**src/rtl/pipeline_pkg.sv**
```systemverilog
// Shared types and constants for the 5-stage pipeline hazard controller.
package pipeline_pkg;

   localparam int REG_W = 5;

   localparam logic [1:0] FWD_RF  = 2'b00;
   localparam logic [1:0] FWD_WB  = 2'b01;
   localparam logic [1:0] FWD_MEM = 2'b10;

   typedef enum logic [1:0] {
      M_IDLE = 2'd0,
      M_WAIT = 2'd1,
      M_ERR  = 2'd2
   } mem_state_e;

   // MEM wins over WB so the youngest producer is forwarded; x0 is never forwarded.
   function automatic logic [1:0] fwd_sel(input logic [REG_W-1:0] rs,
                                          input logic [REG_W-1:0] rd_m,
                                          input logic [REG_W-1:0] rd_w,
                                          input logic             we_m,
                                          input logic             we_w);
      if (we_m && (rd_m != '0) && (rd_m == rs))      return FWD_MEM;
      else if (we_w && (rd_w != '0) && (rd_w == rs)) return FWD_WB;
      else                                           return FWD_RF;
   endfunction

endpackage

```
**src/rtl/mem_wait_fsm.sv**
```systemverilog
// Data-memory wait-state tracker: counts consecutive not-ready cycles and
// latches a sticky timeout error that freezes the pipeline until cleared.
module mem_wait_fsm
   import pipeline_pkg::*;
#(
   parameter int MEM_TIMEOUT = 16
) (
   input  logic clk,
   input  logic rst_n,
   input  logic mem_req_i,
   input  logic mem_ready_i,
   input  logic clear_err_i,
   output logic in_err_o,
   output logic mem_err_o
);

   localparam int CW = $clog2(MEM_TIMEOUT + 1);

   mem_state_e      state_q, state_d;
   logic [CW-1:0]   cnt_q, cnt_d;
   logic            err_q, err_d;

   always_comb begin
      state_d = state_q;
      cnt_d   = cnt_q;
      err_d   = err_q;
      case (state_q)
         M_IDLE: begin
            if (mem_req_i && !mem_ready_i) begin
               state_d = M_WAIT;
               cnt_d   = CW'(1);
            end
         end
         M_WAIT: begin
            // A dropped request is an abort, not a timeout.
            if (mem_ready_i || !mem_req_i) begin
               state_d = M_IDLE;
               cnt_d   = '0;
            end else if (cnt_q == CW'(MEM_TIMEOUT - 1)) begin
               state_d = M_ERR;
               err_d   = 1'b1;
            end else begin
               cnt_d   = cnt_q + CW'(1);
            end
         end
         M_ERR: begin
            if (clear_err_i) begin
               state_d = M_IDLE;
               cnt_d   = '0;
               err_d   = 1'b0;
            end
         end
         default: begin
            state_d = M_IDLE;
            cnt_d   = '0;
            err_d   = 1'b0;
         end
      endcase
   end

   always_ff @(posedge clk or negedge rst_n) begin
      if (!rst_n) begin
         state_q <= M_IDLE;
         cnt_q   <= '0;
         err_q   <= 1'b0;
      end else begin
         state_q <= state_d;
         cnt_q   <= cnt_d;
         err_q   <= err_d;
      end
   end

   assign in_err_o  = (state_q == M_ERR);
   assign mem_err_o = err_q;

endmodule

```
**src/rtl/pipeline_ctrl.sv**
```systemverilog
// Hazard and sequencing controller: forwarding selects, stall/flush enables
// with memory > load-use > branch priority, and a stall-cycle counter.
module pipeline_ctrl
   import pipeline_pkg::*;
#(
   parameter int MEM_TIMEOUT = 16,
   parameter int CNT_W       = 32
) (
   input  logic             clk,
   input  logic             reset,
   input  logic [REG_W-1:0] Rs1D,
   input  logic [REG_W-1:0] Rs2D,
   input  logic [REG_W-1:0] Rs1E,
   input  logic [REG_W-1:0] Rs2E,
   input  logic [REG_W-1:0] RdE,
   input  logic [REG_W-1:0] RdM,
   input  logic [REG_W-1:0] RdW,
   input  logic             RegWriteM,
   input  logic             RegWriteW,
   input  logic             ResultSrcE0,
   input  logic             PCSrcE,
   input  logic             MemReqM,
   input  logic             MemReadyM,
   input  logic             ClearErr,
   output logic [1:0]       ForwardAE,
   output logic [1:0]       ForwardBE,
   output logic             StallF,
   output logic             StallD,
   output logic             StallE,
   output logic             StallM,
   output logic             FlushD,
   output logic             FlushE,
   output logic             FlushW,
   output logic             MemErr,
   output logic [CNT_W-1:0] StallCount
);

   logic             in_err;
   logic             lw_stall, mem_stall;
   logic [CNT_W-1:0] stall_cnt_q, stall_cnt_d;

   mem_wait_fsm #(.MEM_TIMEOUT(MEM_TIMEOUT)) u_mem_wait (
      .clk         (clk),
      .rst_n       (reset),
      .mem_req_i   (MemReqM),
      .mem_ready_i (MemReadyM),
      .clear_err_i (ClearErr),
      .in_err_o    (in_err),
      .mem_err_o   (MemErr)
   );

   assign ForwardAE = fwd_sel(Rs1E, RdM, RdW, RegWriteM, RegWriteW);
   assign ForwardBE = fwd_sel(Rs2E, RdM, RdW, RegWriteM, RegWriteW);

   // A taken branch squashes the ID instruction, so its load-use hazard is moot.
   assign lw_stall  = ResultSrcE0 && (RdE != '0) && ((RdE == Rs1D) || (RdE == Rs2D)) && !PCSrcE;
   assign mem_stall = (MemReqM && !MemReadyM) || in_err;

   always_comb begin
      StallF = 1'b0;
      StallD = 1'b0;
      StallE = 1'b0;
      StallM = 1'b0;
      FlushD = 1'b0;
      FlushE = 1'b0;
      FlushW = 1'b0;
      if (mem_stall) begin
         // MEM/WB bubble keeps the held MEM instruction from committing twice.
         StallF = 1'b1;
         StallD = 1'b1;
         StallE = 1'b1;
         StallM = 1'b1;
         FlushW = 1'b1;
      end else if (lw_stall) begin
         StallF = 1'b1;
         StallD = 1'b1;
         FlushE = 1'b1;
      end else if (PCSrcE) begin
         FlushD = 1'b1;
         FlushE = 1'b1;
      end
   end

   assign stall_cnt_d = StallF ? stall_cnt_q + CNT_W'(1) : stall_cnt_q;

   always_ff @(posedge clk or negedge reset) begin
      if (!reset) stall_cnt_q <= '0;
      else        stall_cnt_q <= stall_cnt_d;
   end

   assign StallCount = stall_cnt_q;

endmodule
```
**config.mk**
```make
export PLATFORM = sky130hd
export DESIGN_NAME = pipeline_ctrl
export DESIGN_NICKNAME = d
export VERILOG_FILES = /design/src/rtl/pipeline_pkg.sv /design/src/rtl/mem_wait_fsm.sv /design/src/rtl/pipeline_ctrl.sv
export SDC_FILE = /design/constraint.sdc
export NUM_CORES = 1
export LEC_CHECK = 0
export CORE_ASPECT_RATIO = 0.9
export CORE_MARGIN = 4
export CORE_UTILIZATION = 49
export CTS_CLUSTER_DIAMETER = 100
export DETAILED_ROUTE_END_ITERATION = 10
export PLACE_DENSITY = 0.91
export SLEW_MARGIN = 20
export SYNTH_ARGS = -nofsm -noshare
export SYNTH_HDL_FRONTEND = slang
export SYNTH_SLANG_ARGS = --single-unit
```
**constraint.sdc**
```tcl
create_clock -name clk -period 4.3 [get_ports clk]
set_input_delay 0.43 -clock clk [delete_from_list [all_inputs] [get_ports clk]]
set_output_delay 0.43 -clock clk [all_outputs]
set_load 0.02 [all_outputs]
```
==> results.json <==
{
  "async_flop_share_pct": 100.0,
  "hold_buffers": 0,
  "critPathLaunchType": "input port",
  "cellPowerDensity_mw_per_mm2": 285.7,
  "crit_arrival_ps": 2840,
  "worstMarginPinSlew_ps": 846.5,
  "setup_tns_ps": 0,
  "place_congestion": 0.8159,
  "htree_levels": 2,
  "postPlaceCellArea_mm2": 0.003353,
  "grt_usage_pct": 19.67,
  "syn-cell-area_mm2": 0.002459,
  "postRouteAntennaNets": 0,
  "initial_core_util_pct": 50.54,
  "numCtsBuffers": 5,
  "ys.flop_type": "dfrtp_1",
  "clockRootBuffer": "clkbuf_8",
  "layout_commonest_cell": "clkdlybuf4s50_1",
  "hp-class": "in2async",
  "drtPass1Iterations": 6,
  "die_area_mm2": 0.006216,
  "n_fill_cell": 374,
  "post-route-period-util_pct": 76.06,
  "status": "complete, no violations",
  "row_count": 24,
  "tritoncts": "built",
  "fmax_mhz": 305.7,
  "multiInputGateArea_mm2": 0.001394,
  "slew_viol_final": 0,
  "core_area_mm2": 0.004865,
  "maxSlewHeadroom_pct": 43.57,
  "post_drt_wl_per_cell_um": 14.62,
  "antennaDiodeCount": 0,
  "syn-num-nets": 291,
  "synth_cells": 244,
  "drcViolationCount": 0,
  "area_delta_synth_final_pct": 40.15,
  "cpMaxStageDelayCell": "clkdlybuf4s50_1",
  "cap_violations": 0,
  "cts_resized": 0,
  "clk_pin_slew_worst_paths_ps": 80,
  "drt-total-wl_um": 5806,
  "clock-sinks": 40,
  "grt_pass1_wl_um": 9453,
  "cp-end-kind": "output pin",
  "layout_common_cells": "clkdlybuf4s50_1 (86), xor2_1 (46), dfrtp_1 (40)",
  "synth_edf_count": 0,
  "drive_gt1_share_pct": 8.434,
  "leakage_nw": 1.477,
  "post_drt_via_cell_ratio": 5.378,
  "fp.dieW_um": 82.67,
  "syn_avg_cell_area_um2": 10.08,
  "overflow": 0,
  "die_y_um": 75.20,
  "rsz0062_at_grt": "false",
  "synth_seq_cells": 40,
  "ys_types": 44,
  "vias": 2135,
  "antenna_found_initial": 0,
  "ys_seq_area_share_pct": 40.71,
  "cts_setup_buffers": 0,
  "critPathRequiredTime_ps": 3870,
  "cpPeakStageDelay_ps": 680,
  "grt_pass1_vias": 2163,
  "clk_path_buf_depth": 2,
  "crit_family": "buffers and inverters",
  "io_pins": 88,
  "worst-path-buf-inv": 2,
  "worstSetupPathType": "in2out",
  "finalSetupViolations": 0,
  "register_area_mm2": 0.001001,
  "drtIter0Drc": 112,
  "clk-insertion-delay-late_ps": 290,
  "hpwl_um": 4570,
  "peakVddDrop_v": 0.0002172,
  "crit_chain": "clkdlybuf4s50_1 -> or4_1 -> o21ai_0 -> nor4_1 -> nor4_1 -> clkdlybuf4s50_1",
  "fin_nets": 378,
  "grt_max_degree": 41,
  "finish.instance_area_mm2": 0.003446,
  "fin_crit_ps": 3271,
  "portBuffers": 87,
  "hold_viol": 0,
  "path_max_fanout": 3,
  "finalClockSkew_ps": 6.301,
  "synth-warning-count": 0
}
[report_power, final]
group | switching (mW) | leakage, nW | total (mW) | internal, mW
Sequential | 0.0431 | 0.539 | 0.453 | 0.410
Combinational | 0.133 | 0.887 | 0.279 | 0.146
Clock | 0.124 | 0.0510 | 0.252 | 0.128
[area by class of cell]
cell class	count	area share (%)
repair buffers	87	25.13
clock inverters	2	0.2905
well taps	65	2.360
inverters	3	0.3268
flip-flops and latches	40	29.05
clock buffers	6	2.397
multi-input cells	194	40.45
[per-layer routing]
metal	vias to the layer above	track usage (%)	part of all wire (%)
met2	82	34.34	51
li1	1032	-	-
met4	0	8.530	1.2
met1	1014	22.93	40
met3	7	4.904	8.2
met5	-	0	0
[worst paths after layout]
kind,start,to,slack (ps),cells past startpoint
max in group asynchronous,reset,StallCount[0],3520,1
min,reset,StallCount[2],240,1
min in group clk,StallCount[31],StallCount[31],470,1
min reg2reg,StallCount[31],StallCount[31],470,1
max reg2reg,u_mem_wait.cnt_q[0],u_mem_wait.cnt_q[2],2060,7
max,RdM[1],ForwardBE[0],1030,6
[metrics by stage]
step                total power, mW  utilization, %  worst slack (ps)  hold WS, ps  cells
floorplan                    0.5919               -              1823        134.4    244
global placement             0.7313           68.93              1193        456.0    389
detailed placement           0.7422           68.93              1052        462.8    389
CTS                          0.9935           70.83              1034        277.0    397
global route                  1.037           70.83             906.4        316.2    397
finish                       0.9845           70.83              1029        241.9    397
[kinds of logic after synthesis]
family | Yosys count | share of synthesized area (%)
multiplexers | 1 | 0.4580
adder cells (fa/ha/maj) | 3 | 1.527
flip-flops | 40 | 40.71
buffers and inverters | 10 | 2.595
XOR/XNOR | 61 | 21.73
AND/OR/NAND/NOR | 108 | 25.75
AO/OA/AOI/OAI | 21 | 7.226
[registers in the layout, summed over array words and instances (netlist names)]
signal and cells:
u_mem_wait.state_q 2, u_mem_wait.mem_err_o 1, StallCount 32, u_mem_wait.cnt_q 5
[synthesized netlist by cell type, types with 2 or more instances]
library cell / instances / area, um2
xor2_1: 46 / 402.9
dfrtp_1: 40 / 1001
nand2_1: 23 / 86.33
nor2_1: 20 / 75.07
xnor2_1: 15 / 131.4
nand3_1: 14 / 70.07
nand4_1: 10 / 62.56
nor4_1: 8 / 50.05
o21ai_0: 6 / 30.03
nor3_2: 5 / 50.05
and3_1: 4 / 25.02
or4_1: 4 / 30.03
buf_4: 3 / 22.52
ha_1: 3 / 37.54
inv_1: 3 / 11.26
nand2b_1: 3 / 18.77
nor3b_2: 3 / 37.54
o21a_1: 3 / 22.52
a31oi_1: 2 / 12.51
buf_6: 2 / 22.52
clkbuf_1: 2 / 7.510
nor3_1: 2 / 10.01
o31ai_1: 2 / 15.01
Note: power is estimated with default switching activity, not from simulation.
